--- src/rtl/interval_timer.sv ---
// -----------------------------------------------------------------------------
// interval_timer
//
// Work/rest interval timer driven by a 1 Hz square wave that is generated in
// the clk_in domain. A run consists of `rounds` work phases, each followed by
// an optional rest phase (skipped when rest_sec is 0). The run is followed by
// DONE, which holds until a restart or reset.
//
// Optional feature macro: INTERVAL_TIMER_BUZZER_EN
//   defined   : buzz pulses for BUZZ_TICKS ticks after every phase change.
//   undefined : buzz is tied low and no buzz counter is built.
//
// Parameters
//   BUZZ_TICKS  number of 1 Hz ticks buzz stays high per event (1..7)
//
// Ports
//   clk_in     in   1  40 MHz system clock, rising edge
//   reset      in   1  asynchronous active-high reset
//   clk_1Hz    in   1  1 Hz square wave (same clock domain)
//   start      in   1  single-cycle start/restart request
//   pause      in   1  single-cycle pause/resume toggle
//   work_sec   in   7  work phase length in seconds (clamped to 99)
//   rest_sec   in   7  rest phase length in seconds, 0 = no rest (clamped to 99)
//   rounds     in   4  number of work rounds, 1..15
//   state      out  2  IDLE=0, WORK=1, REST=2, DONE=3
//   paused     out  1  countdown frozen
//   sec_left   out  7  seconds remaining in current phase
//   round_num  out  4  current round, starting at 1
//   buzz       out  1  buzzer enable
//   done       out  1  high in DONE
// -----------------------------------------------------------------------------
module interval_timer #(
  parameter int unsigned BUZZ_TICKS = 1
) (
  input  logic       clk_in,
  input  logic       reset,
  input  logic       clk_1Hz,
  input  logic       start,
  input  logic       pause,
  input  logic [6:0] work_sec,
  input  logic [6:0] rest_sec,
  input  logic [3:0] rounds,
  output logic [1:0] state,
  output logic       paused,
  output logic [6:0] sec_left,
  output logic [3:0] round_num,
  output logic       buzz,
  output logic       done
);

  localparam logic [1:0] ST_IDLE = 2'd0;
  localparam logic [1:0] ST_WORK = 2'd1;
  localparam logic [1:0] ST_REST = 2'd2;
  localparam logic [1:0] ST_DONE = 2'd3;

  localparam logic [6:0] SEC_MAX = 7'd99;

  // Limit a seconds value to the two-digit display range.
  function automatic logic [6:0] clamp_sec(input logic [6:0] value);
    logic [6:0] result;
    if (value > SEC_MAX) begin
      result = SEC_MAX;
    end else begin
      result = value;
    end
    return result;
  endfunction

  // Tick detection
  logic hz_r;
  logic tick_r;

  // Run state
  logic [1:0] state_r;
  logic       paused_r;
  logic [6:0] sec_r;
  logic [3:0] round_r;
  logic       done_r;
  logic [6:0] work_lat_r;
  logic [6:0] rest_lat_r;
  logic [3:0] rounds_lat_r;

  // Next-state values
  logic [1:0] state_s;
  logic       paused_s;
  logic [6:0] sec_s;
  logic [3:0] round_s;
  logic [6:0] work_lat_s;
  logic [6:0] rest_lat_s;
  logic [3:0] rounds_lat_s;

  logic       run_active_s;
  logic       start_ok_s;
  logic       advance_s;

  assign run_active_s = (state_r == ST_WORK) || (state_r == ST_REST);

  // A start is only honoured from IDLE/DONE with a usable configuration.
  assign start_ok_s = start && (work_sec != 7'd0) && (rounds != 4'd0) &&
                      ((state_r == ST_IDLE) || (state_r == ST_DONE));

  // A tick moves the countdown only while running and not frozen. The paused
  // value before any same-cycle toggle decides whether this tick counts.
  assign advance_s = tick_r && !paused_r && run_active_s;

  // Edge register resets high so a 1 Hz wave already high at reset release
  // is not mistaken for a fresh rising edge; tick is a registered pulse.
  always_ff @(posedge clk_in or posedge reset) begin
    if (reset) begin
      hz_r   <= 1'b1;
      tick_r <= 1'b0;
    end else begin
      hz_r   <= clk_1Hz;
      tick_r <= clk_1Hz & ~hz_r;
    end
  end

  // Next-state logic for the phase sequencer.
  always_comb begin
    state_s      = state_r;
    paused_s     = paused_r;
    sec_s        = sec_r;
    round_s      = round_r;
    work_lat_s   = work_lat_r;
    rest_lat_s   = rest_lat_r;
    rounds_lat_s = rounds_lat_r;

    if (start_ok_s) begin
      // Start wins over pause and tick in the same cycle.
      work_lat_s   = clamp_sec(work_sec);
      rest_lat_s   = clamp_sec(rest_sec);
      rounds_lat_s = rounds;
      sec_s        = clamp_sec(work_sec);
      round_s      = 4'd1;
      paused_s     = 1'b0;
      state_s      = ST_WORK;
    end else if (run_active_s) begin
      if (pause) begin
        paused_s = ~paused_r;
      end else begin
        paused_s = paused_r;
      end

      if (advance_s) begin
        if (sec_r > 7'd1) begin
          sec_s = sec_r - 7'd1;
        end else begin
          case (state_r)
            ST_WORK: begin
              if (round_r == rounds_lat_r) begin
                state_s = ST_DONE;
                sec_s   = 7'd0;
              end else if (rest_lat_r == 7'd0) begin
                // No rest configured: straight into the next work round.
                round_s = round_r + 4'd1;
                sec_s   = work_lat_r;
              end else begin
                state_s = ST_REST;
                sec_s   = rest_lat_r;
              end
            end
            ST_REST: begin
              state_s = ST_WORK;
              round_s = round_r + 4'd1;
              sec_s   = work_lat_r;
            end
            default: begin
              state_s = state_r;
              sec_s   = sec_r;
            end
          endcase
        end
      end else begin
        sec_s = sec_r;
      end
    end else begin
      // IDLE/DONE without a valid start: everything holds.
      state_s = state_r;
    end
  end

  // Phase sequencer registers.
  always_ff @(posedge clk_in or posedge reset) begin
    if (reset) begin
      state_r      <= ST_IDLE;
      paused_r     <= 1'b0;
      sec_r        <= 7'd0;
      round_r      <= 4'd0;
      done_r       <= 1'b0;
      work_lat_r   <= 7'd0;
      rest_lat_r   <= 7'd0;
      rounds_lat_r <= 4'd0;
    end else begin
      state_r      <= state_s;
      paused_r     <= paused_s;
      sec_r        <= sec_s;
      round_r      <= round_s;
      done_r       <= (state_s == ST_DONE);
      work_lat_r   <= work_lat_s;
      rest_lat_r   <= rest_lat_s;
      rounds_lat_r <= rounds_lat_s;
    end
  end

`ifdef INTERVAL_TIMER_BUZZER_EN
  localparam logic [2:0] BUZZ_LOAD = 3'(BUZZ_TICKS);

  logic [2:0] buzz_cnt_r;
  logic [2:0] buzz_cnt_s;
  logic       buzz_r;
  logic       phase_end_s;

  // Every phase boundary (WORK->REST, REST->WORK, WORK->WORK, WORK->DONE)
  // happens on a counted tick with one second left.
  assign phase_end_s = advance_s && (sec_r <= 7'd1);

  // Buzz counter: reload on a phase boundary, count down on unfrozen ticks,
  // and clear on a fresh start so a restart begins silent.
  always_comb begin
    if (start_ok_s) begin
      buzz_cnt_s = 3'd0;
    end else if (phase_end_s) begin
      buzz_cnt_s = BUZZ_LOAD;
    end else if (tick_r && !paused_r && (buzz_cnt_r != 3'd0)) begin
      buzz_cnt_s = buzz_cnt_r - 3'd1;
    end else begin
      buzz_cnt_s = buzz_cnt_r;
    end
  end

  // Buzz counter and registered buzz output, aligned with the state change.
  always_ff @(posedge clk_in or posedge reset) begin
    if (reset) begin
      buzz_cnt_r <= 3'd0;
      buzz_r     <= 1'b0;
    end else begin
      buzz_cnt_r <= buzz_cnt_s;
      buzz_r     <= (buzz_cnt_s != 3'd0);
    end
  end

  assign buzz = buzz_r;
`else
  assign buzz = 1'b0;
`endif

  assign state     = state_r;
  assign paused    = paused_r;
  assign sec_left  = sec_r;
  assign round_num = round_r;
  assign done      = done_r;

endmodule

--- config.mk ---
export PLATFORM = sky130hd
export DESIGN_NAME = interval_timer
export DESIGN_NICKNAME = d
export VERILOG_FILES = /design/src/rtl/interval_timer.sv
export SDC_FILE = /design/constraint.sdc
export NUM_CORES = 1
export LEC_CHECK = 0
export CORE_UTILIZATION = 38
export CTS_CLUSTER_SIZE = 8
export DETAILED_ROUTE_END_ITERATION = 8
export PLACE_DENSITY = 0.69
export SYNTH_ARGS = -nofsm -noshare
export SYNTH_HDL_FRONTEND = slang
export SYNTH_SLANG_ARGS = --single-unit
--- constraint.sdc ---
create_clock -name clk_in -period 2.2 [get_ports clk_in]
set_input_delay 0.44 -clock clk_in [delete_from_list [all_inputs] [get_ports clk_in]]
set_output_delay 0.44 -clock clk_in [all_outputs]
set_load 0.05 [all_outputs]
Yosys cells after proc, flatten, opt, wreduce, memory -nomap -nowiden. Index checks and enable logic that the tools add are counted.

Register bits: 35. Input port bits: 23. Output and inout port bits: 16.

$add $sub $neg: 2. $lt $le $gt $ge: 3. Equality and inequality tests: 8. Muxes and demuxes: 26. Bitwise operators: 3. Reduce and logical (&&, ||, !) cells: 20.

Operators by type and width (number): two-way mux 7 bit (8); two-way mux 4 bit (6); > comparator 7 bit, second input constant (2); case mux 7 bit (2 select lines) (1); two-way mux 2 bit (6); case mux 4 bit (2 select lines) (1); nonzero test 4 bit (2); > comparator 7 x 1 -> 1 bit, second input constant (1); zero test 7 bit (1); nonzero test 7 bit (1); subtractor 7 x 1 -> 7 bit, second input constant (1); == test 2 bit, second input constant (3); AND reduction 6 bit (1); nonzero test 2 bit (3); logical AND 1 bit (5); adder 4 x 1 -> 4 bit, second input constant (1); == test 4 bit (1); case mux 2 bit (2 select lines) (1); two-way mux 1 bit (3); inequality test 3 x 2 -> 1 bit, second input constant (1); inequality test 3 bit, second input constant (1); AND reduction 3 bit (1); nonzero test 3 bit (1); == test 2 x 1 -> 1 bit, second input constant (1); other kinds (7) (9).

Logic depth before layout (Yosys ltp). Gate-level depths: netlist of run 1.

Depth in word-level cells: 9. Mapped depth: 8.

Worst setup path after synthesis of run 1. OpenSTA, ideal clock, no wires.

Kind: reg-to-reg. Start: register state_r[0], in the netlist state[0]. End: register round_r[3], in the netlist round_num[3]. Arrival time: 2.084 ns. Required time: 2.071 ns. Setup slack: -0.012 ns. Cell stages (with the launch flop): 8. Path buffers: 0. Cell sequence: dfrtp_1 -> inv_1 -> ha_1 -> nor3b_2 -> nand4_1 -> or2_0 -> o211ai_1 -> nand3_1.

Word-level cells in the longest chain between the ends: 6.

RTL lines: start: declaration (RTL line 74) `logic [1:0] state_r;`; start signal: assignment (RTL line 194) `state_r <= state_s;`; == test 2 bit / == test 2 x 1 -> 1 bit (equally long branches) (RTL line 96, 148); case mux 4 bit (2 select lines) (RTL line 148) `case (state_r)`; two-way mux 4 bit (RTL line 145) `if (sec_r > 7'd1) begin`; two-way mux 4 bit (RTL line 144) `if (advance_s) begin`; two-way mux 4 bit (RTL line 137) `end else if (run_active_s) begin`; two-way mux 4 bit (RTL line 128) `if (start_ok_s) begin`; end signal: assignment (RTL line 197) `round_r <= round_s;`; end: declaration (RTL line 77) `logic [3:0] round_r;`.

Parallel ways exist; a longest one is shown, timed or not. The select of a mux whose other input is x is not followed. A chain may end at the register's enable or synchronous reset.

Final worst setup path of run 1.
Start: register sec_r[0], in the netlist sec_left[0]. End: output port sec_left[0].

RTL lines: start: declaration (RTL line 76) `logic [6:0] sec_r;`; start signal: assignment (RTL line 196) `sec_r <= sec_s;`; end: declaration (RTL line 45) `output logic [6:0] sec_left,`.

No word-level cell between the ends.

==> impl_results.md, run 1 <==
- Synth Area in Adders: under 10%
- Antenna fix cells: 0
- Crit share post-route: between 90% and 100%
- Residual DRC: 0
- Synth cell types: 56
- Detailed Place HPWL: ~3.9 mm
- Mapped Nets: between 200 and 300
- Worst Path Max Fanout: 8
- Post-synth EDFFs: 0
- Setup violators final: 0
- Worst EP arrival: 1.65 ns
- Grt total ovfl: 0
- Compound-Gate Fraction of Synth Area: between 20% and 30%
- Main combinational cell family by area after synthesis: simple AND/OR/NAND/NOR gates
- YS warnings: 0
- First-pass GRT wire length: roughly 8.4 mm
- Worst path buffer plus inverter count: 1
- Slowest-stage cell, CP: clkdlybuf4s50_1
- Net Sw Frac: between 40% and 50%
- Rows: 26
- Final antenna-violating net count: 0
- Final TNS setup: 0 ns
- Post-synthesis mux area share: less than 1%
- Num ports: 39
- Clock Pin Slew Worst Setup and Hold Paths: around 0.070 ns
- Synth top cells by count: nand2_1, dfrtp_1, nand3_1
- Crit start category: flop
- Die Area: roughly 5700 um^2
- Fill count: 476
- Critical Path End Type: output port
- Layout cells sized above 1: 16.0%
- Register share of total power: 37.0%
- IR drop worst, VDD: 0.602 mV
- P per Cell Area: between 800 and 900 nW/um^2
- Fraction of registers with async set/reset: 100%
- # H-tree levels: 2
- Crit Path Category: reg -> out
- Synth area leaders: dfrtp_1, nand2_1, nand3_1, ha_1, o21ai_0
- Area Overhead vs Synth: 32.4%
- Int Power: 1370 uW
- Post-route cell area: roughly 2700 um^2
- Vias/cell: 5.33
- CTS tree: built
- Vias in the first global route: 1,749
- Final Max Tran Viols: 0
- Number of DRC markers in iteration 0: 150
- TritonCTS Sinks: 35
- PortBufs: 37
- Instance count of the mapped netlist: 228
- Final Skew: between 0.006 and 0.007 ns
- Largest net degree at the start of global routing: 15
- DP Cell Count: about 350
- Worst Hold Class: in -> async
- Status: finished clean
- Non-filler instance count after layout: 357
- Simple logic cell fraction of the synthesized area: between 20% and 30%
- Clock Latency Late Sink: between 0.2 and 0.3 ns
- Gr usage total: between 20 and 25%
- Sw Pwr: roughly 960 uW
- Worst slew pin tran: between 0.5 and 0.6 ns
- Die width: 75.5 um
- Crit path max-delay family: buffers and inverters
- Gate power share: a little over two fifths
- Top FF cell, synth: dfrtp_1
- Top-count cell post-synth: nand2_1
- Dpl cell area: around 2600 um^2
- Mapped Avg Cell Area: 9.01 um^2
- Max_slew headroom: approximately two thirds
- Min cycle time layout: around 2.1 ns
- Clock power share: about a fifth
- CTS Buffer Depth: 2
- Yosys top cell area share: between 40% and 50%
- Starting density of the core: about two fifths
- LEAKAGE: approximately 0.0012 uW
- Unrepaired setup endpoints after global routing: false
- Sequential area share after synthesis: between 40% and 50%
- Hold WS: about 0.48 ns
- Post-synthesis xor/xnor area fraction: about 3.0%
- Initial antenna violation count: 0
- Clock root cell: clkbuf_8
- Mapped cell area: around 2100 um^2
- Via count: between 1,500 and 2,000
- Critical path's largest stage delay: approximately 0.86 ns
- FMAX: 479 MHz
- CORE AREA: between 5000 and 6000 um^2
- Die height: roughly 76 um
- Tot Pwr: 2330 uW
- Drt pass-1 iters: 4
- Final nets: about 320
- Final hold viol count: 0
- WL final: between 5 and 6 mm
- Maxcap violations: 0
- Post-DR wirelength/cell: between 10 and 15 um
- Num CTS Buffers: 5
- Critical-path cell list: clkdlybuf4s50_1
- Placer's final routability congestion estimate: between 0.8 and 0.9
- FF+latch count, synth: 35
- Leading area contributor after synthesis: dfrtp_1
- Req. time, crit path: ~1.8 ns
cell usage in the layout (no fill, tap or decap), types with 2 or more instances in the layout:
cell             count
a31o_2               2
ha_1                 6
o21ai_0             11
nor3_1               5
inv_1               10
nand2_1             45
nand3_1             16
a221oi_1             2
o21a_1               3
nand4_1              7
a21oi_1              6
a21o_1               6
xnor2_1              6
clkdlybuf4s50_1     37
o21ai_1              4
dfrtp_1             33
nor2_1               9
nand3_2              2
a2111oi_0            2
buf_4               23
clkbuf_8             6
nor2b_1              2
a31oi_1              3
o211ai_1             3
a211oi_1             4
nor3b_1              2
kinds of logic after synthesis:
kind of cell             Yosys count
adder cells (fa/ha/maj)            6
other                              1
flip-flops                        35
AND/OR/NAND/NOR                  101
buffers and inverters             19
multiplexers                       1
XOR/XNOR                           7
AO/OA/AOI/OAI                     58
what timing repair did:
item	CTS	global route
endpoints found under the setup margin	0	4
hold buffers	0	0
setup buffers	0	0
resized for setup	0	1
flip-flops by register name, indices dropped and copies added (netlist names):
| signal | flops |
|---|---|
| tick_r | 1 |
| done | 1 |
| paused | 1 |
| sec_left | 7 |
| work_lat_r | 7 |
| rounds_lat_r | 4 |
| state | 2 |
| rest_lat_r | 7 |
| round_num | 4 |
| hz_r | 1 |
power by group through the flow:
stage,Combinational [uW],Sequential [uW],Clock (uW)
after floorplan,382,1130,0
after global placement,968,872,0
after detailed placement,977,873,0
after CTS,983,861,493
after global routing,1070,882,529
final,984,863,487
path summary, 6_finish.rpt:
check | start | end | slack (ns) | cells after the start
max in group asynchronous | reset | sec_left[5] | 1.14 | 3
worst min-delay path | reset | round_num[3] | 0.48 | 2
worst max-delay path | sec_left[0] | sec_left[0] | 0.11 | 1
worst max register to register | state[0] | round_num[1] | 0.16 | 7
min in group clk_in | hz_r | tick_r | 0.49 | 1
worst min register to register | hz_r | tick_r | 0.49 | 1
final cells by class:
type                            instances  area (um^2)  share of cell area, %
Clock inverter                          1         5.00                  0.184
Clock buffer                            7         86.3                   3.17
Multi-Input combinational cell        174         1080                   39.8
Tap cell                               70         87.6                   3.22
Inverter                               10         37.5                   1.38
Sequential cell                        35          878                   32.3
Timing Repair Buffer                   60          543                   20.0
routing by layer:
layer	track usage [%]	part of all wire, %
met1	27.9	46
met2	32.0	47
met3	4.23	5.8
met4	5.35	1.2
met5	0	0
through the flow:
step | worst slack [ns] | util, %
after detailed placement | -0.0529 | 50.7
after global placement | -0.0155 | 50.7
after floorplan | 0.0758 | -
after CTS | 0.127 | 52.5
final | 0.110 | 52.6
after global routing | 0.0192 | 52.6
Note: power is estimated with default switching activity, not from simulation.
==> run 2, diff against run 1 <==
- ABC_CLOCK_PERIOD_IN_PS: default -> 2200
- GPL_ROUTABILITY_DRIVEN: default -> 0
==> results of run 2 <==
The final DEF is identical to that of run 1; final timing and power are the same.
==> run 3, diff against run 2 <==
- ABC_CLOCK_PERIOD_IN_PS: 2200 -> default
- PLACE_DENSITY: 0.69 -> 0.72
- clock period: 2.2 -> 1.9 ns (I/O delays scaled with it)
==> run 3 against run 2 <==
  * Hold slack better by 0.0011 ns
  * Clock skew is essentially flat
  * Die area did not move
  * Power is 26% higher
  * Clock-buffer cell count is the same
  * Highest routed layer unchanged
==> impl_results.md, run 3 (synthesized netlist as in run 1, its figures left out) <==
- Crit start category: flop
- P per Cell Area: 1010 nW/um^2 (+17%)
- DP Cell Count: 363 (+4.0%)
- CTS tree: built
- Vias/cell: 5.24 (-1.7%)
- Sw Pwr: 1150 uW (+20%)
- Post-DR wirelength/cell: 14.2 um (-1.7%)
- IR drop worst, VDD: 0.650 mV (+8.0%)
- Detailed Place HPWL: 4.00 mm (+1.4%)
- Num CTS Buffers: 5 (unchanged)
- Starting density of the core: 39.7% (unchanged)
- Antenna fix cells: 0 (unchanged)
- Commonest non-fill, non-tap cell in the layout: buf_4
- TritonCTS Sinks: 35 (unchanged)
- FMAX: approximately 540 MHz
- Gr usage total: 20.5% (+0.43 points)
- Final antenna-violating net count: 0 (unchanged)
- Drt pass-1 iters: 4 (unchanged)
- Worst Path Max Fanout: 5 (-3)
- Final hold viol count: 0 (unchanged)
- Via count: 1,966 (+3.3%)
- Crit path max-delay family: simple AND/OR/NAND/NOR gates
- Hold_sp: work_lat_r[6]
- Worst path buffer plus inverter count: 1 (unchanged)
- Gate power share: 44.7% (+2.5 points)
- Die Area: 5700 um^2 (unchanged)
- Clock Latency Late Sink: 0.30 ns (about the same)
- Min cycle time layout: between 1.5 and 2 ns
- Pre-CTS setup slack: -0.254 ns (-0.201 ns)
- Grt total ovfl: 0 (unchanged)
- First-pass GRT wire length: 8.71 mm (+3.4%)
- Clock Pin Slew Worst Setup and Hold Paths: 0.07 ns (about the same)
- Net Sw Frac: 39.1% (-2.1 points)
- Final Skew: 0.00672 ns (-0.0000855 ns)
- Initial antenna violation count: 0 (unchanged)
- Non-filler instance count after layout: 375 (+5.0%)
- Hold WS: 0.479 ns (+0.00110 ns)
- Largest net degree at the start of global routing: 36 (+21)
- Dpl cell area: 2720 um^2 (+3.6%)
- Clock power share: 22.7% (+1.8 points)
- Worst Hold Class: reg -> reg
- Worst Setup SP: state[1]
- Req. time, crit path: 2.12 ns (+0.36 ns)
- Die height: 75.5 um (unchanged)
- PortBufs: 37 (unchanged)
- Slowest-stage cell, CP: dfrtp_2
- Worst reg-to-reg setup slack: 0.05 ns (-0.11 ns)
- CORE AREA: 5170 um^2 (unchanged)
- Crit share post-route: 97.3%
- Unrepaired setup endpoints after global routing: true
- Setup violators final: 0 (unchanged)
- Crit Path Category: reg -> reg
- Residual DRC: 0 (unchanged)
- CTS Buffer Depth: 2 (unchanged)
- Worst EP arrival: 2.07 ns (+0.42 ns)
- Clock root cell: clkbuf_8
- Vias in the first global route: 1,951 (+12%)
- Final WS setup: 0.0505 ns (-0.0598 ns)
- Maxcap violations: 0 (unchanged)
- # H-tree levels: 2 (unchanged)
- R2R Path Start: state[1]
- Area Overhead vs Synth: 42.3%
- Rows: 26 (unchanged)
- Critical Path End Type: flop
- Hold Buf Count CTS: 0 (unchanged)
- Number of DRC markers in iteration 0: 171 (+14%)
- Layout cells sized above 1: 28.5% (+12 points)
- Status: finished clean
- WL final: 5.32 mm (+3.3%)
- Critical-path cell list: ha_4, nor3b_4, nand4_1, buf_4, a21oi_1, o221ai_1, a31oi_1
- Critical path's largest stage delay: 0.43 ns (-0.43 ns)
- Final Max Tran Viols: 0 (unchanged)
- Register share of total power: 32.6% (-4.4 points)
- LEAKAGE: 0.00134 uW (+8.8%)
- Int Power: 1790 uW (+31%)
- Commonest cells after routing, fill and taps aside: buf_4, nand2_1, dfrtp_1, clkdlybuf4s50_1, nand3_1
- Num ports: 39 (unchanged)
- Post-route cell area: 2920 um^2 (+7.5%)
- Die width: 75.5 um (unchanged)
- Final nets: 333 (+5.7%)
-- run 3: cell types whose count changed in the layout (fill, tap and decap cells not counted), moves of 2 or more --
cell / delta
clkdlybuf4s50_1: -14
o21ai_1: +2
buf_4: +29
a2111oi_0: -2
o21ai_0: -2
dfrtp_1: -4
a2111oi_1: +2
dfrtp_2: +4
-- run 3: final timing paths --
kind                                   endpoint  cells past startpoint
min in group asynchronous       rounds_lat_r[3]                      3
worst max-delay path                       done                      7
worst min register to register    work_lat_r[6]                      2
max in group asynchronous           sec_left[0]                      3
worst max register to register             done                      7
worst min-delay path              work_lat_r[6]                      2
-- run 3: final cells by class --
class	instances	area [um^2]
clock buffer	7	76.3
clock inverter	1	30.0
fill	451	2250
inverter	10	37.5
multi-input combinational	174	1140
sequential	35	883
tap	70	87.6
timing repair buffer	78	672
-- run 3: worst reg2reg max path: stages, from the launching register on --
cell and delay [ns]:
dfrtp_2 0.43, ha_4 0.27, nor3b_4 0.22, nand4_1 0.25, buf_4 0.22, a21oi_1 0.11
o221ai_1 0.13, a31oi_1 0.15
-- run 3: per-layer routing --
| layer | wire, um | track usage, % | vias to the layer above |
|---|---|---|---|
| li1 | - | - | 967 |
| met1 | 2460 | 28.3 | 914 |
| met4 | 112 | 8.44 | 0 |
| met3 | 308 | 3.97 | 16 |
| met5 | 0 | 0 | - |
| met2 | 2430 | 31.7 | 69 |
-- run 3: through the flow --
step / setup TNS, ns / total power, uW / util [%]
2_1_floorplan: -0.0112 / 1750 / -
3_3_place_gp: -4.12 / 2240 / 52.5
3_5_place_dp: -5.01 / 2250 / 52.5
4_1_cts: 0 / 2930 / 54.6
5_1_grt: -0.185 / 3100 / 56.5
6_report: 0 / 2940 / 56.5
-- run 3: timing repair --
action / in CTS / in global routing
resized for setup: 0 / 14
endpoints found under the setup margin: 0 / 9
setup buffers: 0 / 3
-- run 3: power groups by stage --
stage | combinational [uW] | clock (uW) | sequential [uW]
floorplan | 443 | 0 | 1310
global placement | 1270 | 0 | 967
detailed placement | 1280 | 0 | 972
CTS | 1300 | 677 | 958
global route | 1420 | 707 | 976
finish | 1320 | 667 | 960
